==> src/rtl/pwm_gen.sv <==
// Fixed-on-time PWM generator: ON_TIME clocks high, then a clamped off-time
// taken from the controller's off_div, with a stretch while the controller is busy.
module pwm_gen #(
  parameter int ON_TIME    = 40,
  parameter int CNT_WIDTH  = 18,
  parameter int TOTAL_TIME = 400,
  parameter int MIN_OFF    = 1,
  parameter int PCNT_WIDTH = 16
) (
  input  logic                  clk,
  input  logic                  n_rst,
  input  logic                  run,
  input  logic [CNT_WIDTH-1:0]  off_div,
  input  logic                  pwm_rdy,
  output logic                  pwm_en,
  output logic                  pwm_out,
  output logic                  period_start,
  output logic                  late,
  output logic [CNT_WIDTH-1:0]  off_len,
  output logic [PCNT_WIDTH-1:0] period_cnt
);

  typedef enum logic [1:0] {
    IDLE = 2'd0,
    ON   = 2'd1,
    OFF  = 2'd2,
    WAIT = 2'd3
  } state_t;

  localparam logic [CNT_WIDTH-1:0] ON_LAST  = CNT_WIDTH'(ON_TIME - 1);
  localparam logic [CNT_WIDTH-1:0] OFF_TOP  = CNT_WIDTH'(TOTAL_TIME);
  localparam logic [CNT_WIDTH-1:0] OFF_MAX  = CNT_WIDTH'(TOTAL_TIME - 1);
  localparam logic [CNT_WIDTH-1:0] OFF_MIN  = CNT_WIDTH'(MIN_OFF);

  state_t                  state, state_d;
  logic [CNT_WIDTH-1:0]    cnt, cnt_d;
  logic [CNT_WIDTH-1:0]    off_len_d;
  logic [CNT_WIDTH-1:0]    clamped;
  logic [PCNT_WIDTH-1:0]   period_cnt_d;
  logic                    stop, stop_d;
  logic                    pwm_out_d, pwm_en_d, period_start_d, late_d;
  logic                    start;

  // Off-time as it would be latched right now.
  always_comb begin
    if (off_div >= OFF_TOP) begin
      clamped = OFF_MAX;
    end else if (off_div < OFF_MIN) begin
      clamped = OFF_MIN;
    end else begin
      clamped = off_div;
    end
  end

  // NOTE: every signal gets a default before the case so no path leaves one unassigned (no latches).
  always_comb begin
    state_d        = state;
    cnt_d          = cnt;
    off_len_d      = off_len;
    period_cnt_d   = period_cnt;
    stop_d         = stop;
    pwm_out_d      = 1'b0;
    pwm_en_d       = 1'b0;
    period_start_d = 1'b0;
    late_d         = 1'b0;
    start          = 1'b0;

    unique case (state)
      IDLE: begin
        stop_d = 1'b0;
        if (run && pwm_rdy) begin
          start = 1'b1;
        end
      end

      ON: begin
        // A run drop mid-period is remembered so the period still finishes whole.
        if (!run) begin
          stop_d = 1'b1;
        end
        if (cnt == ON_LAST) begin
          state_d = OFF;
          cnt_d   = '0;
        end else begin
          cnt_d     = cnt + 1'b1;
          pwm_out_d = 1'b1;
        end
      end

      OFF: begin
        if (cnt == off_len - 1'b1) begin
          period_cnt_d = period_cnt + 1'b1;
          cnt_d        = '0;
          if (!run || stop) begin
            state_d = IDLE;
            stop_d  = 1'b0;
          end else if (pwm_rdy) begin
            start = 1'b1;
          end else begin
            state_d = WAIT;
            late_d  = 1'b1;
          end
        end else begin
          cnt_d = cnt + 1'b1;
          if (!run) begin
            stop_d = 1'b1;
          end
        end
      end

      WAIT: begin
        if (!run) begin
          state_d = IDLE;
        end else if (pwm_rdy) begin
          start = 1'b1;
        end
      end

      default: state_d = IDLE;
    endcase

    if (start) begin
      state_d        = ON;
      cnt_d          = '0;
      off_len_d      = clamped;
      stop_d         = 1'b0;
      pwm_out_d      = 1'b1;
      pwm_en_d       = 1'b1;
      period_start_d = 1'b1;
    end
  end

  // NOTE: sequential state uses non-blocking assignments so all registers update together.
  always_ff @(posedge clk or negedge n_rst) begin
    if (!n_rst) begin
      state        <= IDLE;
      cnt          <= '0;
      off_len      <= '0;
      period_cnt   <= '0;
      stop         <= 1'b0;
      pwm_out      <= 1'b0;
      pwm_en       <= 1'b0;
      period_start <= 1'b0;
      late         <= 1'b0;
    end else begin
      state        <= state_d;
      cnt          <= cnt_d;
      off_len      <= off_len_d;
      period_cnt   <= period_cnt_d;
      stop         <= stop_d;
      pwm_out      <= pwm_out_d;
      pwm_en       <= pwm_en_d;
      period_start <= period_start_d;
      late         <= late_d;
    end
  end

endmodule

==> config.mk <==
export PLATFORM = sky130hd
export DESIGN_NAME = pwm_gen
export DESIGN_NICKNAME = d
export VERILOG_FILES = /design/src/rtl/pwm_gen.sv
export SDC_FILE = /design/constraint.sdc
export NUM_CORES = 1
export LEC_CHECK = 0
export ABC_AREA = 1
export CAP_MARGIN = 20
export CELL_PAD_IN_SITES_DETAIL_PLACEMENT = 2
export CELL_PAD_IN_SITES_GLOBAL_PLACEMENT = 2
export CORE_ASPECT_RATIO = 1.5
export CORE_MARGIN = 2
export CORE_UTILIZATION = 28
export CTS_BUF_LIST = sky130_fd_sc_hd__clkbuf_8
export CTS_CLUSTER_DIAMETER = 60
export CTS_CLUSTER_SIZE = 8
export DETAILED_ROUTE_END_ITERATION = 8
export GPL_TIMING_DRIVEN = 0
export PLACE_DENSITY_LB_ADDON = 0.1
export SYNTH_ARGS = -nofsm -noshare
export SYNTH_HDL_FRONTEND = slang
export SYNTH_SLANG_ARGS = --single-unit
export TNS_END_PERCENT = 10
==> constraint.sdc <==
create_clock -name clk -period 2.35 [get_ports clk]
set_clock_uncertainty 0.05 [all_clocks]
set_input_delay 0.3525 -clock clk [delete_from_list [all_inputs] [get_ports clk]]
set_output_delay 0.3525 -clock clk [all_outputs]
set_load 0.01 [all_outputs]
After elaboration in Yosys (flattened, before gate mapping):

Index checks and enable logic that the tools add are counted.

* bits in registers: 58
* bits in latches: 0
* RAM bits: 0
* memory bits (read-only): 0
* bits of input ports: 22
* word-level logic and storage cells: 65
* memories: 0

* $add $sub $neg: 3
* multiply operators: 0
* divide/modulo/power cells: 0
* order comparisons: 2
* eq/ne operators: 10
* shift-type cells: 0
* muxes and demuxes: 32
* bitwise logic cells: 0
* reduce and logical (&&, ||, !) cells: 10

Operators with widths (count)
* $mux W18: 5
* $pmux W18 S2: 1
* $add A18 B1 Y18 const B: 1
* $eq A18 B18 Y1: 1
* $eq A18 B6 Y1 const B: 1
* $ge A18 B9 Y1 const B: 1
* $lt A18 B1 Y1 const B: 1
* $sub A18 B1 Y18 const B: 1
* $mux W1: 17
* $add A16 B1 Y16 const B: 1
* $mux W2: 6
* $ne A3 B3 Y1 const B: 3
* $ne A4 B4 Y1 const B: 2
* $reduce_bool A4 Y1: 2
* $pmux W1 S3: 2
* $pmux W2 S3: 1
* $reduce_and A5 Y1: 1
* $eq A2 B2 Y1 const B: 2
* $reduce_and A2 Y1: 2
* $reduce_bool A3 Y1: 1
* $eq A2 B1 Y1 const B: 1
* $logic_not A2 Y1: 1
* $logic_and A1 B1 Y1: 1
* $logic_not A1 Y1: 1
* $logic_or A1 B1 Y1: 1

Logic depth before layout (Yosys ltp):

Gate-level depths: netlist of run 1.

* depth after elaboration: 7
* mapped depth: 19
* mapped depth without buffers: 19

Worst setup path after synthesis of run 1:

Ideal clock, no wire load.

* path kind: register to register
* start point: register off_len[0]
* end point: register cnt[2]
* library setup time: 123 ps
* data arrival time: 2138 ps
* data required time: 2177 ps
* slack: 39 ps
* cell stages (with the launch flop): 16
* clock period less this slack: 2311 ps
* cells stage by stage: dfrtp_1 -> inv_1 -> ha_1 -> nand2_2 -> nor2_8 -> xor2_1 -> nand2_1 -> nor2_1 -> nand2_1 -> nor2_2 -> nand3_2 -> a21boi_2 -> buf_2 -> nor2_1 -> nand2_1 -> o21ai_1

* word-level cells in the longest chain between the ends: 5
* elaborated cells on any way between the ends: 8
* those cells by class: add/sub: 1; eq/ne: 1; mux: 5; reduce/logical: 1

Ends and longest elaborated chain
* from (decl): RTL line 19 `output logic [CNT_WIDTH-1:0] off_len,`
* from (signal assigned): RTL line 148 `off_len <= off_len_d;`
* $sub A18 B1 Y18 (*): RTL line 91 `if (cnt == off_len - 1'b1) begin`
* $eq A18 B18 Y1 (*): RTL line 91
* $mux W1 or $mux W18 (tied branches): RTL line 91
* $pmux W1 S3 or $pmux W18 S2 (tied branches): RTL line 68 `unique case (state)`
* $reduce_bool A3 Y1 (no source line) or $mux W18 (tied branches)
* to (signal assigned): RTL line 147 `cnt <= cnt_d;`
* to (decl): RTL line 36 `logic [CNT_WIDTH-1:0] cnt, cnt_d;`

Every way passes the cells marked *; elsewhere a longest branch is shown, timed or not.
A chain may end at the register's enable or synchronous reset.

Final worst setup path of run 1:

* start point: register off_len[1]
* end point: register cnt[16]

The elaborated chain is that of the path after synthesis.

==> results by group, run 1 <==
Timing
  – Slew Viols, Final: 0
  – RSZ-0062 raised after global routing: true
  – Slew HR: between 40% and 50%
  – Peak Freq: 0.3872 GHz
  – Tcrit/Tclk final: 109.9%
  – Final setup vio count: 57
  – WHS: 27.29 ps
  – Final worst slack: -232.5 ps
  – Worst Max-Slew Pin Slew: 829.3 ps
  – Setup TNS: -7550 ps
  – Final hold vios: 0
  – Final Critical Period: 2582 ps

Global routing
  – Vias in the first global route: 5216
  – Initial antenna violation count: 0
  – Gr usage total: 21.48%
  – Global-route wire length before repair: 27.28 mm
  – Overflow after GRT: 0
  – Largest net degree at the start of global routing: 59

Final layout
  – Multi-input gate area: 2631 um^2
  – Area grow syn2layout: 39.73%
  – Fin nets: 749
  – Layout fillers: 1744
  – Diodes inserted: 0
  – Reg area: 1461 um^2
  – Share of post-route cells with drive strength above 1: 18.90%
  – Non-filler cells, final: 921

Yosys
  – Synth top area cells: dfrtp_1 (35%), nand2_1 (14%), nor2_1 (7.0%)
  – Avg Cell Area, Syn: 6.844 um^2
  – Cell taking the most area after synthesis: dfrtp_1
  – Ys Warns: 0
  – Cells after Synth: 613
  – Synth top area share: 34.60%
  – Yosys reg bits: slightly below 60
  – Syn nets: 642
  – Post-Synthesis Cell Area: between 4000 and 5000 um^2
  – Synth cell types: 33
  – Post-synthesis sequential area ratio: 34.60%

Floorplanning
  – Die Wd: 103.9 um
  – Initial core utilization: 28.75%
  – Die ar.: 16000 um^2
  – Core Footprint: around 15000 um^2
  – IO Pins: 60
  – Die height: 153.9 um
  – # rows: 54

Power and ir drop
  – Combinational share of power: a little over half
  – Clk pwr share: 18.2%
  – Worst VDD drop: 0.3874 mV
  – Sw power: 2400 uW
  – Leakage component of the power: between 0.002 and 0.003 uW
  – Pwr per Cell Area: 894.5 nW/um^2
  – Sw Ratio: 45.77%
  – Sequential power share: between 20% and 30%
  – Int Pwr: roughly 2800 uW

Critical path
  – Req. time, crit path: 2530 ps
  – Setup crit start kind: flop
  – CP max FO: 8
  – Worst setup EP type: flop
  – Arr. time, crit path: 2760 ps
  – CP Class: flop to flop

CTS
  – Total CTS buffers: 9
  – # H-tree levels: 3
  – Clk_lat worst skew: 350 ps
  – TritonCTS clock tree: built
  – Clk root buf: clkbuf_8
  – CTS clk-pin slew, worst paths: around 70 ps
  – Clock Tree Buf Depth: 2
  – Hold buffers post-CTS: 0
  – CTS sink cnt: 58

Route
  – Wire length per cell: 17.83 um
  – Antenna-violating nets left: 0
  – Total via count in the routed design: about 4.5k
  – Drt drc: 0
  – Drt first pass iters: 4
  – Total wire length: approximately 16 mm
  – Violation count after the first detailed-route iteration: approximately 140
  – Vias/cell: between 4 and 5

Min path
  – Worst Hold Class: primary input to asynchronous set/reset pin

Place
  – DP Wirelength: 12.06 mm
  – Routability congestion estimate: around 0.79
  – Dpl ws: -765.3 ps
  – Input/output buffers: 59
  – Placed Cells: 868

Run status
  – Failing checks: negative setup slack
  – Status: complete, but fails checks

Run
  – Max_cap viols: 0
## what timing repair did
action                                  in CTS  in global routing
setup buffers                               21                 13
pin swaps                                   19                 20
endpoints found under the setup margin      58                 58
gates resized for setup                     61                 33
gates cloned                                 3                  0
hold endpoints to repair                     0                  0
## layout make-up
type	instances	share of cell area (%)
buffer	18	2.092
clock buffer	11	2.583
clock inverter	5	0.7898
inverter	74	4.995
multi-input combinational	464	44.89
sequential	58	24.93
tap	196	4.184
timing repair buffer	95	15.54
## logic make-up after synthesis
group | share of synthesized area (%)
AOI/OAI and AO/OA | 7.217
xor gates and xnor gates | 8.559
adders and majority gates | 2.088
buffers and inverters | 8.888
DFF | 34.60
and+or+nand+nor | 38.65
## state kept, by name, summed over array words and instances, names as in the netlist
register / count
cnt: 18
late: 1
off_len: 18
period_cnt: 16
period_start: 1
pwm_out: 1
state: 2
stop: 1
## synth_stat cells
cell type  number
nand3b_1        3
buf_2           6
a21oi_1        22
buf_1           1
inv_1          71
o21bai_1        2
buf_4           1
o21ai_0        26
nor3_1         10
clkbuf_2        1
buf_6           2
nor2_2          6
nand2_2         6
nand3_4         1
or2_2           1
a21boi_2        1
a31oi_1         1
clkbuf_1        7
nor4_1          7
nor2_1         78
xor2_1         24
dfrtp_1        58
nand2_1       160
inv_2           3
nand3_2         2
nand3_1        52
ha_1            7
o21ai_1         6
nand2_4         2
xnor2_1        17
nor2_4          3
nand4_1        25
nor2_8          1
## power groups by stage
stage               Clock, uW  Sequential, uW  Combinational, uW
floorplan                   0            1390               1440
global placement            0            1440               2090
detailed placement          0            1450               2190
CTS                       994            1430               2710
global route             1040            1460               3150
finish                    952            1430               2860
## critical path, cell delays in order, from the launching register on
cell and delay, ps:
dfrtp_1 400, buf_4 150, nor2_4 110, nand2_4 80, nor2_4 250, buf_4 160, nand4_1 120, nand2_1 100
nor2_1 40, nand2_1 100, nor2_4 60, nand3_4 100, nand2_4 90, nand2_8 130, nand3_4 150, buf_8 210
nand2_2 80, o21ai_2 60
## through the flow
step           total power [uW]  utilization, %  area [um^2]
2_1_floorplan              2828               -         4195
3_3_place_gp               3529           34.47         5031
3_5_place_dp               3635           34.46         5029
4_1_cts                    5129           38.78         5659
5_1_grt                    5657           40.17         5862
6_report                   5244           40.17         5862
## worst paths after layout
kind	from	to	slack (ps)	cells past startpoint
min reg2reg	period_cnt[8]	period_cnt[8]	480	1
max in group asynchronous	n_rst	cnt[0]	1630	1
min in group clk	period_cnt[8]	period_cnt[8]	480	1
max	off_len[1]	cnt[16]	-230	17
min	n_rst	late	30	1
max reg2reg	off_len[1]	cnt[16]	-230	17
## cells in the final DEF (no fill, tap or decap), types with 2 or more instances in the layout
master,netlist,routed
a21oi_1,22,22
buf_12,0,2
buf_4,1,36
buf_6,2,4
buf_8,0,2
clkbuf_1,7,7
clkbuf_8,0,11
clkdlybuf4s50_1,0,58
dfrtp_1,58,50
dfrtp_2,0,8
ha_1,7,6
inv_1,71,71
inv_2,3,3
nand2_1,160,146
nand2_2,6,16
nand2_4,2,3
nand2_8,0,3
nand3_1,52,45
nand3_2,2,7
nand3_4,1,3
nand3b_1,3,3
nand4_1,25,25
nor2_1,78,68
nor2_2,6,10
nor2_4,3,10
nor3_1,10,8
nor4_1,7,7
o21ai_0,26,20
o21ai_1,6,9
o21ai_2,0,3
o21bai_1,2,2
xnor2_1,17,17
xor2_1,24,22
xor2_2,0,2
## routing by layer
layer,up-vias,GRT usage [%],share of wire [%],routed length [um]
met2,51,44.08,59,9712
li1,2177,-,-,-
met4,0,5.212,1.5,249
met1,2291,22.81,38,6210
met3,17,2.416,1.5,248
met5,-,0,0,0
No activity file was read; power rests on OpenSTA's default activity.
==> run 2: changes to the inputs <==
--- a/config.mk
+++ b/config.mk
@@ -7,11 +7,11 @@
 export LEC_CHECK = 0
 export ABC_AREA = 1
 export CAP_MARGIN = 20
-export CELL_PAD_IN_SITES_DETAIL_PLACEMENT = 2
-export CELL_PAD_IN_SITES_GLOBAL_PLACEMENT = 2
+export CELL_PAD_IN_SITES_DETAIL_PLACEMENT = 0
+export CELL_PAD_IN_SITES_GLOBAL_PLACEMENT = 1
 export CORE_ASPECT_RATIO = 1.5
 export CORE_MARGIN = 2
-export CORE_UTILIZATION = 28
+export CORE_UTILIZATION = 35
 export CTS_BUF_LIST = sky130_fd_sc_hd__clkbuf_8
 export CTS_CLUSTER_DIAMETER = 60
 export CTS_CLUSTER_SIZE = 8
==> run 2 against run 1 <==
  * The run still ends with negative setup slack left
  * Final cell count decreased by 6.7%
  * Total power fell by 8.0%
  * Sequential power hardly changed
  * Final area is 5.6% lower
  * Utilization is 6.6 points higher
  * Clock-buffer cell count unchanged
  * Combinational power is 15% lower
  * First-iteration DRC count up 9.8%
  * Maximum frequency rose by 1.3%
  * Worst hold slack better by 2.4 ps
  * Critical endpoint is now cnt[15]
  * Largest cell class unchanged
  * Largest power group unchanged
==> results by group, run 2 (same netlist as run 1, synthesis figures left out) <==
Run status
  – Status: complete, but fails checks (unchanged)
  – Failing checks: negative setup slack (unchanged)

Final layout
  – Biggest registers after layout: cnt (18), off_len (18), period_cnt (16) (unchanged)
  – Reg area: 1459 um^2 (was 1461 um^2)
  – Area grow syn2layout: 31.91% (was 39.73%)
  – Multi-input gate area: 2520 um^2 (was 2631 um^2)
  – Diodes inserted: 0 (unchanged)
  – Fin nets: 730 (was 749)
  – Layout fillers: 1241 (was 1744)
  – Most frequent cells in the layout: nand2_1 (159), nor2_1 (71), inv_1 (68) (was nand2_1 (146), inv_1 (71), nor2_1 (68))
  – Final core occ: 46.77% (was 40.17%)
  – Most common cell after layout, fill and taps aside: nand2_1 (unchanged)
  – Share of post-route cells with drive strength above 1: 13.46% (was 18.90%)

Global routing
  – Initial antenna violation count: 0 (unchanged)
  – Global-route wire length before repair: 20.62 mm (was 27.28 mm)
  – Vias in the first global route: 4271 (was 5216)
  – Largest net degree at the start of global routing: 59 (unchanged)
  – Overflow after GRT: 0 (unchanged)
  – Gr usage total: 20.18% (was 21.48%)

Route
  – Vias/cell: 4.895 (was 4.925)
  – Total via count in the routed design: 4205 (was 4536)
  – Violation count after the first detailed-route iteration: 157 (was 143)
  – Drt drc: 0 (unchanged)
  – Drt first pass iters: 7 (was 4)
  – Wire length per cell: 14.61 um (was 17.83 um)
  – Total wire length: 12.55 mm (was 16.42 mm)
  – Antenna-violating nets left: 0 (unchanged)

CTS
  – Clk root buf: clkbuf_8 (unchanged)
  – Clock Tree Buf Depth: 2 (unchanged)
  – CTS clk-pin slew, worst paths: 70 ps (about the same)
  – Hold buffers post-CTS: 0 (unchanged)
  – Total CTS buffers: 9 (unchanged)
  – Clk_lat worst skew: 350 ps (about the same)
  – # H-tree levels: 3 (unchanged)
  – CTS sink cnt: 58 (unchanged)
  – TritonCTS clock tree: built (unchanged)

Place
  – DP Wirelength: 9.517 mm (was 12.06 mm)
  – Routability congestion estimate: 0.8187 (was 0.7947)
  – Input/output buffers: 59 (unchanged)
  – Dpl ws: -589.5 ps (was -765.3 ps)

Power and ir drop
  – Worst VDD drop: 0.4508 mV (was 0.3874 mV)
  – Leakage component of the power: 0.002554 uW (was 0.002697 uW)
  – Pwr per Cell Area: 872.1 nW/um^2 (was 894.5 nW/um^2)
  – Final total power: 4826 uW (was 5244 uW)

Timing
  – Slew HR: 47.30% (was 44.71%)
  – Final worst slack: -198.2 ps (was -232.5 ps)
  – Final setup vio count: 50 (was 57)
  – Final hold vios: 0 (unchanged)
  – Setup TNS: -6717 ps (was -7550 ps)
  – Peak Freq: 0.3924 GHz (was 0.3872 GHz)
  – Tcrit/Tclk final: 108.4% (was 109.9%)
  – Slew Viols, Final: 0 (unchanged)
  – RSZ-0062 raised after global routing: true (unchanged)
  – Final Critical Period: 2548 ps (was 2582 ps)
  – Worst Max-Slew Pin Slew: 790.5 ps (was 829.3 ps)

Critical path
  – Crit-path cells: inv_2 -> ha_4 -> inv_2 -> nand2_1 -> nand2_1 -> nor2_2 -> nand2_1 -> nor2_1 -> nand3_1 -> nor2_1 -> nand2_1 -> nor2_4 -> nand3_4 -> a21boi_4 -> buf_12 -> buf_8 -> nor2_2 -> nand2_1 -> o21ai_1 (was buf_4 -> nor2_4 -> nand2_4 -> nor2_4 -> buf_4 -> nand4_1 -> nand2_1 -> nor2_1 -> nand2_1 -> nor2_4 -> nand3_4 -> nand2_4 -> nand2_8 -> nand3_4 -> buf_8 -> nand2_2 -> o21ai_2)
  – Slowest cell on crit path: dfrtp_1 (unchanged)
  – Worst setup EP type: flop (unchanged)
  – CP max FO: 5 (was 8)
  – Setup crit start kind: flop (unchanged)
  – CP Class: flop to flop (unchanged)
  – Req. time, crit path: 2530 ps (about the same)
  – Arr. time, crit path: 2730 ps (was 2760 ps)
  – CP most frequent cell: nand2_1 (was nor2_4)
  – Slowest cell delay on critical path: 440 ps (was 400 ps)

Floorplanning
  – Die height: 138.1 um (was 153.9 um)
  – Die ar.: 12900 um^2 (was 16000 um^2)
  – IO Pins: 60 (unchanged)
  – Initial core utilization: 35.46% (was 28.75%)
  – Die Wd: 93.39 um (was 103.9 um)
  – Core Footprint: 11830 um^2 (was 14590 um^2)
  – # rows: 49 (was 54)

Min path
  – Worst Hold Class: primary input to asynchronous set/reset pin (unchanged)

Run
  – Max_cap viols: 0 (unchanged)
## run 2: cell types whose count changed in the layout (fill, tap and decap cells not counted), sizes merged
cell / change
clkinvlp: +1
clkinv: +2
inv: -3
buf: -19
## run 2: area by class of cell
class / count / share of cell area (%)
Buffer: 18 / 2.193
Sequential cell: 58 / 26.36
Tap cell: 153 / 3.459
Clock buffer: 11 / 2.736
Timing Repair Buffer: 76 / 13.48
Clock inverter: 5 / 0.9496
Inverter: 74 / 5.291
Multi-Input combinational cell: 464 / 45.53
## run 2: where the power goes
part / internal (uW) / switching (uW)
Sequential: 1170 / 243
Combinational: 969 / 1470
Clock: 542 / 429
Total: 2680 / 2140
## run 2: metrics by stage
stage	instance area, um^2	hold slack [ps]	instances
2_1_floorplan	4195	6.909	613
3_3_place_gp	4977	456.1	825
3_5_place_dp	4975	445.8	825
4_1_cts	5366	63.22	850
5_1_grt	5534	86.99	859
6_report	5534	29.71	859
## run 2: path summary, 6_finish.rpt
check / to / slack, ps / startpoint / depth (start not counted)
hold reg to reg: period_cnt[5] / 470 / period_cnt[5] / 1
setup reg to reg: cnt[15] / -200 / off_len[1] / 19
min in group clk: period_cnt[5] / 470 / period_cnt[5] / 1
max in group asynchronous: off_len[7] / 1650 / n_rst / 1
setup / recovery: cnt[15] / -200 / off_len[1] / 19
hold / removal: late / 30 / n_rst / 1
## run 2: layer usage
layer	share of wire, %	GRT usage (%)	vias to the layer above	routed length [um]
met5	0	0	-	0
met4	2.0	6.347	0	254
met3	2.2	2.888	18	272
met2	56	37.45	72	7013
met1	40	23.34	1978	5010
li1	-	-	2137	-
## run 2: critical path, delay by kind of cell, from the launching register on
family / cells / cell delay [ps]
AND/OR/NAND/NOR: 12 / 1060
buffers and inverters: 4 / 360
AO/OA/AOI/OAI: 2 / 230
flip-flops: 1 / 440
adder cells (fa/ha/maj): 1 / 270
## run 2: timing repair
| action | 4_1_cts | 5_1_grt |
|---|---|---|
| gates cloned | 2 | 3 |
| pin swaps | 7 | 14 |
| gates resized for setup | 38 | 25 |
| setup endpoints to repair | 57 | 57 |
| buffers inserted | 7 | 6 |
==> run 3: changes to the inputs <==
--- a/config.mk
+++ b/config.mk
@@ -18,6 +18,7 @@
 export DETAILED_ROUTE_END_ITERATION = 8
 export GPL_TIMING_DRIVEN = 0
 export PLACE_DENSITY_LB_ADDON = 0.1
+export REMOVE_ABC_BUFFERS = 1
 export SYNTH_ARGS = -nofsm -noshare
 export SYNTH_HDL_FRONTEND = slang
 export SYNTH_SLANG_ARGS = --single-unit
==> run 3 against run 2 <==
  * Critical path depth fell by 3
  * Maximum frequency grew 1.3%
  * Non-clock buffer count fell by 13
  * Final cell count decreased by 0.70%
  * Global-route usage up 1.7 points
  * Wire length grew 8.6%
  * Setup slack better by 32 ps
  * Via count increased by 4.7%
  * First-iteration DRC count up 11%
  * Total power grew 1.2%
  * Critical path type unchanged
  * The flow still finishes with violations (negative setup slack)
==> results by group, run 3 (same netlist as run 1, synthesis figures left out) <==
Run status
  – Status: complete, but fails checks (unchanged)
  – Failing checks: negative setup slack (unchanged)

Critical path
  – CP most frequent cell: nand2_1 (unchanged)
  – Worst setup EP type: flop (unchanged)
  – Crit-path cells: inv_2 -> ha_4 -> nand2_8 -> nor2_8 -> nand2_1 -> o21ai_0 -> nand2_1 -> nor2_1 -> nand2_1 -> nor2_4 -> nand3_4 -> nand2_8 -> nand2_8 -> nand3_4 -> nand3_1 -> nand2_1 (was inv_2 -> ha_4 -> inv_2 -> nand2_1 -> nand2_1 -> nor2_2 -> nand2_1 -> nor2_1 -> nand3_1 -> nor2_1 -> nand2_1 -> nor2_4 -> nand3_4 -> a21boi_4 -> buf_12 -> buf_8 -> nor2_2 -> nand2_1 -> o21ai_1)
  – CP Class: flop to flop (unchanged)
  – Req. time, crit path: 2600 ps (was 2530 ps)
  – Slowest cell delay on critical path: 440 ps (about the same)
  – Setup crit start kind: flop (unchanged)
  – Slowest cell on crit path: dfrtp_2 (was dfrtp_1)
  – Arr. time, crit path: 2760 ps (was 2730 ps)
  – CP max FO: 6 (was 5)

CTS
  – CTS sink cnt: 58 (unchanged)
  – Clock Tree Buf Depth: 2 (unchanged)
  – CTS clk-pin slew, worst paths: 80 ps (was 70 ps)
  – # H-tree levels: 3 (unchanged)
  – Clk root buf: clkbuf_8 (unchanged)
  – TritonCTS clock tree: built (unchanged)
  – Clk_lat worst skew: 360 ps (was 350 ps)
  – Total CTS buffers: 9 (unchanged)

Final layout
  – Most common cell after layout, fill and taps aside: nand2_1 (unchanged)
  – Diodes inserted: 0 (unchanged)
  – Share of post-route cells with drive strength above 1: 16.00% (was 13.46%)
  – Most frequent cells in the layout: nand2_1 (154), nor2_1 (71), inv_1 (67) (was nand2_1 (159), nor2_1 (71), inv_1 (68))
  – Area grow syn2layout: 33.58% (was 31.91%)
  – Layout fillers: 1216 (was 1241)
  – Finished Cell Area: 5604 um^2 (was 5534 um^2)
  – Biggest registers after layout: cnt (18), off_len (18), period_cnt (16) (unchanged)
  – Fin nets: 724 (was 730)

Timing
  – Final worst slack: -165.9 ps (was -198.2 ps)
  – Final hold vios: 0 (unchanged)
  – WHS: 25.83 ps (was 29.71 ps)
  – Setup TNS: -4933 ps (was -6717 ps)
  – Slew HR: 36.04% (was 47.30%)
  – Tcrit/Tclk final: 107.1% (was 108.4%)
  – Slew Viols, Final: 0 (unchanged)
  – Peak Freq: 0.3975 GHz (was 0.3924 GHz)
  – Final setup vio count: 44 (was 50)
  – Final Critical Period: 2516 ps (was 2548 ps)
  – RSZ-0062 raised after global routing: true (unchanged)
  – Worst Max-Slew Pin Slew: 949.4 ps (was 790.5 ps)

Place
  – Post-Place Cell Area: 4895 um^2 (was 4975 um^2)
  – Input/output buffers: 59 (unchanged)
  – Dpl ws: -1399 ps (was -589.5 ps)
  – DP Wirelength: 9.012 mm (was 9.517 mm)
  – Routability congestion estimate: 0.8269 (was 0.8187)

Floorplanning
  – Die height: 138.1 um (unchanged)
  – IO Pins: 60 (unchanged)
  – Die Wd: 93.39 um (unchanged)
  – Die ar.: 12900 um^2 (unchanged)
  – Core Footprint: 11830 um^2 (unchanged)
  – Initial core utilization: 35.46% (unchanged)
  – # rows: 49 (unchanged)

Global routing
  – Initial antenna violation count: 0 (unchanged)
  – Gr usage total: 21.93% (was 20.18%)
  – Global-route wire length before repair: 22.16 mm (was 20.62 mm)
  – Largest net degree at the start of global routing: 59 (unchanged)
  – Vias in the first global route: 4334 (was 4271)
  – Overflow after GRT: 0 (unchanged)

Route
  – Antenna-violating nets left: 0 (unchanged)
  – Wire length per cell: 15.98 um (was 14.61 um)
  – Drt first pass iters: 5 (was 7)
  – Total wire length: 13.63 mm (was 12.55 mm)
  – Total via count in the routed design: 4402 (was 4205)
  – Violation count after the first detailed-route iteration: 174 (was 157)
  – Vias/cell: 5.161 (was 4.895)
  – Drt drc: 0 (unchanged)

Power and ir drop
  – Worst VDD drop: 0.3748 mV (was 0.4508 mV)
  – Leakage component of the power: 0.002582 uW (was 0.002554 uW)
  – Pwr per Cell Area: 871.7 nW/um^2 (was 872.1 nW/um^2)

Run
  – Max_cap viols: 0 (unchanged)

Min path
  – Worst Hold Class: primary input to asynchronous set/reset pin (unchanged)
[run 3: cell types whose count changed in the layout (fill, tap and decap cells not counted), sizes merged]
cell,delta
inv,-1
clkinvlp,+2
buf,-5
clkinv,+2
nand3,+3
nand2,+3
bufinv,-1
clkbuf,-9
[run 3: stage by stage]
step / utilization (%) / std cells / power (uW)
after CTS: 46.47 / 847 / 4795
after detailed placement: 41.37 / 808 / 3382
after global placement: 41.26 / 807 / 3341
after global routing: 47.36 / 853 / 5252
final: 47.36 / 853 / 4885
after floorplan: - / 595 / 2729
[run 3: cell type report]
cell class	count	area (um^2)	share of cell area, %
tap	153	191.4	3.416
sequential	58	1461	26.08
timing repair inverter	1	5.005	0.08931
clock inverter	6	32.53	0.5805
multi-input combinational	470	2701	48.20
clock buffer	10	137.6	2.456
inverter	74	289.0	5.157
timing repair buffer	81	785.8	14.02
[run 3: critical path: cells and delay by family (launching register included)]
family | cells | cell delay (ps)
AOI/OAI and AO/OA | 1 | 70
buffers and inverters | 1 | 90
and+or+nand+nor | 13 | 1620
DFF | 1 | 440
adders and majority gates | 1 | 170
[run 3: path summary, 6_finish.rpt]
| check | start | end | slack [ps] | cells after the start |
|---|---|---|---|---|
| max in group asynchronous | n_rst | off_len[9] | 1630 | 1 |
| min in group clk | period_cnt[8] | period_cnt[8] | 480 | 1 |
| worst max-delay path | off_len[1] | cnt[9] | -170 | 16 |
| worst min register to register | period_cnt[8] | period_cnt[8] | 480 | 1 |
| worst max register to register | off_len[1] | cnt[9] | -170 | 16 |
| worst min-delay path | n_rst | off_len[1] | 30 | 1 |
[run 3: power breakdown]
part	switching, uW	total (uW)	internal (uW)
clock network	450	852	401
registers	266	1440	1170
logic	1620	2590	971
[run 3: routing by layer]
metal | global-route usage [%] | up-vias | routed length [um]
met4 | 9.056 | 0 | 488
li1 | - | 2139 | -
met2 | 40.63 | 148 | 7329
met3 | 2.888 | 39 | 575
met1 | 24.60 | 2076 | 5236
met5 | 0 | - | 0
[run 3: repair_timing]
item                       4_1_cts  5_1_grt
cloned                           8        0
pin swaps                       12        8
resized for setup               51       17
hold buffers                     0        0
setup buffers                   15        6
setup endpoints to repair       58       57
==> patch 1 (settings of run 1) <==
The parameter `PCNT_WIDTH` goes from 16 to 32.
--- a/src/rtl/pwm_gen.sv
+++ b/src/rtl/pwm_gen.sv
@@ -7,3 +7,3 @@
   parameter int MIN_OFF    = 1,
-  parameter int PCNT_WIDTH = 16
+  parameter int PCNT_WIDTH = 32
 ) (
Ports: changed (resized period_cnt); port bits go from 60 to 76. No check against the original RTL was run, so the function may have changed too.
==> patch 1 against run 1 <==
Sequential cell count increased by 16. Critical path depth did not move. Sequential power increased by 15%. Highest routed layer unchanged. Wire length up 46%. Non-clock buffer count grew 28. Cell count grew 27%. Utilization down 0.64 points. The run still ends with setup timing left. Worst setup slack worse by 0.045 ns. Total power rose by 8.3%. Synthesized area is 30% higher. Final area grew 29%. Count of clock-buffer cells in the layout is 2 lower.
==> patch 1: results (changes against run 1) <==
The run finished, with violations left. The final reports fail on setup timing. The number of design-rule violations left by the first detailed-router iteration is 182 (+27%). The leakage power came out at 3.38 nW (+25%). The worst slack at placement is -0.751 ns (+0.0142 ns). The largest registers in the layout are period_cnt x32, cnt x18, off_len x18.

The share of cells above drive strength 1 was 18.5% (-0.44 points). The half-perimeter wire length after detailed placement was 18000 µm (+49%). The final-report setup violation count came out at 72 (+26%). The peak ir drop on the vdd network came to 0.376 mV (-3.0%).

The delay of the slowest cell on the worst path came out at 0.46 ns (+0.06 ns). The largest net degree at the start of global routing was 47 (-20%). The sequential cell area in the final layout is 1860 µm² (+27%). The actual slew at the worst max-slew pin came out at 0.782 ns (-0.0472 ns). The fill cell total of the finished layout came out at 2297 (+32%). The post-CTS repair timing setup buffer count came out at 15 (-29%). The net count of the finished layout is 934 (+25%). The highest fanout seen on the critical path is 7 (-1). The number of nets in the synthesized netlist came to 807 (+26%). The post-detailed-route wirelength per cell was 20.5 µm (+15%). The wire length of the first global-routing pass is 36100 µm (+32%). The routability congestion estimate came to 0.855 (+7.6%). The part of the Yosys area used for sequential elements came to 34.0% (-0.57 points).

The count of input and output buffers came out at 75 (+27%). The clock input transition at the sequential cells of the worst setup and hold paths is 0.10 ns (+0.03 ns). The number of hold buffers added after cts is 1 (+1). The clock latency on the worst-skew pair came out at 0.40 ns (+0.05 ns). The via count of the routed design came out at 5867 (+29%). The post-route setup TNS is -12.48 ns (-4.93 ns).

The post-cts gate resize count came to 55 (-9.8%). The arrival time at the worst endpoint is 2.87 ns (+0.11 ns). The setup slack after layout came out at -0.278 ns (-0.0451 ns). The commonest cells after synthesis are nand2_1 (222), inv_1 (90), dfrtp_1 (74). Among all stages on the critical path, the largest delay is contributed by dfrtp_2. The number of global-route vias before repair is 6591 (+26%). The number of placed instances, taps included is 1110 (+28%).
-- patch 1: logic make-up after synthesis --
| family | count (synthesis) | share of synthesized area (%) |
|---|---|---|
| simple gates | 452 | 38.8 |
| buf+inv | 121 | 9.66 |
| flops | 74 | 34.0 |
| compound gates | 66 | 6.41 |
| xor+xnor | 58 | 9.47 |
| fa+ha+maj | 7 | 1.61 |
-- patch 1: final cells by class --
type / count / share of cell area [%]
clock buffers: 9 / 1.64
multi-input cells: 584 / 44.3
well taps: 256 / 4.25
flip-flops and latches: 74 / 24.7
repair buffers: 116 / 16.2
inverters: 95 / 4.83
plain buffers: 25 / 3.05
clock inverters: 7 / 1.03
-- patch 1: routing by layer --
layer	vias to the layer above	part of all wire (%)	wire length, µm	GRT usage (%)
met5	-	0	0	0
met4	0	5.0	1190	12.3
met3	52	2.7	642	3.26
met2	121	57	13600	45.5
li1	2765	-	-	-
met1	2929	35	8460	22.2
-- patch 1: report_power, final --
part | leakage (nW) | internal, mW | switching [mW]
logic | 2.29 | 1.17 | 1.74
clock network | 0.0998 | 0.498 | 0.619
registers | 0.993 | 1.42 | 0.228
total | 3.38 | 3.09 | 2.59
-- patch 1: final timing paths --
kind	start	end	slack, ns
max	off_len[1]$_DFFE_PN0N_	cnt[17]$_DFFE_PN0P_	-0.28
min	n_rst	period_cnt[17]$_DFFE_PN0P_	0.39
max reg2reg	off_len[1]$_DFFE_PN0N_	cnt[17]$_DFFE_PN0P_	-0.28
min reg2reg	period_cnt[31]$_DFFE_PN0P_	period_cnt[31]$_DFFE_PN0P_	0.49
max in group asynchronous	n_rst	off_len[6]$_DFFE_PN0N_	1.25
min in group clk	pwm_rdy	late$_DFF_PN0_	0.47
==> patch 2 (config.mk and constraints of run 1) <==
Made on the original files. Re-encode `state_t` (4 states) as one-hot, 4 bits wide.
--- a/src/rtl/pwm_gen.sv
+++ b/src/rtl/pwm_gen.sv
@@ -22,7 +22,7 @@
 
-  typedef enum logic [1:0] {
-    IDLE = 2'd0,
-    ON   = 2'd1,
-    OFF  = 2'd2,
-    WAIT = 2'd3
+  typedef enum logic [3:0] {
+    IDLE = 4'b0001,
+    ON   = 4'b0010,
+    OFF  = 4'b0100,
+    WAIT = 4'b1000
   } state_t;
Formal check against the unedited RTL: no difference found for any inputs over 10 cycles, from zero or initial values and one cycle with n_rst low; not proved beyond that.
==> patch 2 against run 1 <==
Global-route usage up 0.81 points. Wire length up 13%. Hold slack better by 0.010 ns. Largest power group unchanged. The run still ends with setup timing left. Synthesized cell count up 8.8%. Final area up 6.7%. Utilization up 0.052 points. Sequential cell count up 2. Critical path type unchanged. Worst setup slack better by 0.10 ns. First-iteration DRC count down 12%. Synthesized area up 5.7%. Total power down 3.2%.
==> patch 2: results (changes against run 1) <==
The part of the Yosys area used for sequential elements came out at 33.9% (-0.71 points). The share of cells above drive strength 1 came out at 23.2% (+4.3 points). The setup slack after layout is -0.128 ns (+0.104 ns). The number of nets in the synthesized netlist came out at 692 (+7.8%). The number of design-rule violations left by the first detailed-router iteration came out at 126 (-12%). The largest net degree at the start of global routing came out at 61 (+3.4%). The final routed wirelength across all metal layers is 18500 µm (+13%). The endpoint identified for the worst register-to-register timing path is cnt[4]$_DFFE_PN0P_. The wire length of the first global-routing pass came to 28900 µm (+5.8%). The commonest cells after synthesis are nand2_1 (196), nor2_1 (88), inv_1 (77). The actual slew at the worst max-slew pin came out at 0.836 ns (+0.00699 ns). The final reports fail on setup timing. The number of global-route vias before repair came out at 5558 (+6.6%). The routability congestion estimate came out at 0.826 (+3.9%). The synthesized netlist cell count came out at 667 (+8.8%).

The number of placed instances, taps included came to 929 (+7.0%). The total stage count of the critical path came to 15 (-2). The via count of the routed design came out at 4954 (+9.2%). The post-route setup TNS is -3.51 ns (+4.04 ns). The arrival time at the worst endpoint is 2.73 ns (-0.03 ns). The overall routing resource usage came out at 22.3% (+0.81 points). The critical path is of the reg -> reg type. The net count of the finished layout came out at 796 (+6.3%). The number of diodes added for antenna fixing came out at 0 (unchanged).

The final-report setup violation count is 56 (-1.8%). Ranked by total cell area, the synthesized netlist is headed by dfrtp_1 (33%), nand2_1 (17%), nor2_1 (7.4%). The flow ran to the end, but the final reports show violations. The fill cell total of the finished layout is 1885 (+8.1%). The highest fanout seen on the critical path is 10 (+2). The peak ir drop on the vdd network is 0.431 mV (+11%). The worst hold-check path type is in -> async. The worst-case hold slack is 0.0374 ns (+0.0101 ns). The post-detailed-route wirelength per cell came out at 18.9 µm (+6.1%).
-- patch 2: what timing repair did --
action	in CTS	in global routing
gates resized for setup	82	69
setup endpoints to repair	59	59
cloned	4	0
setup buffers	16	16
pin swaps	19	34
-- patch 2: worst reg2reg max path, cell delays in order (launching register included) --
cell and delay, ns:
dfrtp_1 0.40, buf_6 0.13, nor2_4 0.15, nand2_4 0.13, buf_4 0.16, o21ai_1 0.25, nand3_4 0.11, buf_4 0.15
nand2_1 0.06, nor2_1 0.06, nand3_1 0.09, nor2_1 0.08, clkbuf_4 0.20, a31oi_1 0.23, nand3_2 0.09, nand2_1 0.07
-- patch 2: layer usage --
| layer | GRT usage [%] | routed length (µm) | up-vias |
|---|---|---|---|
| li1 | - | - | 2330 |
| met1 | 22.6 | 6810 | 2509 |
| met2 | 45.4 | 10800 | 89 |
| met3 | 3.05 | 498 | 26 |
| met4 | 7.79 | 398 | 0 |
| met5 | 0 | 0 | - |
-- patch 2: per-stage QoR --
step,setup WS (ns),instance area [µm²]
2_1_floorplan,0.126,4430
3_3_place_gp,-1.34,5280
3_5_place_dp,-0.593,5280
4_1_cts,-0.105,5930
5_1_grt,-0.255,6260
6_report,-0.128,6260
-- patch 2: logic make-up after synthesis --
kind of cell / synth area share [%]
simple gates: 42.2
buf+inv: 9.93
compound gates: 5.64
xor+xnor: 7.51
flops: 33.9
fa+ha+maj: 0.847
-- patch 2: report_power, final --
group          internal (mW)  total (mW)  switching (mW)
Combinational           1.11        2.70            1.60
Sequential              1.17        1.36           0.183
Clock                  0.541        1.02           0.475
Total                   2.82        5.08            2.26
-- patch 2: cell type report --
type	instances	area share, %
clock inverter	5	0.820
clock buffer	11	2.42
inverter	85	5.48
tap	203	4.06
multi-input combinational	504	45.8
timing repair buffer	93	14.7
sequential	60	24.2
buffer	18	2.52
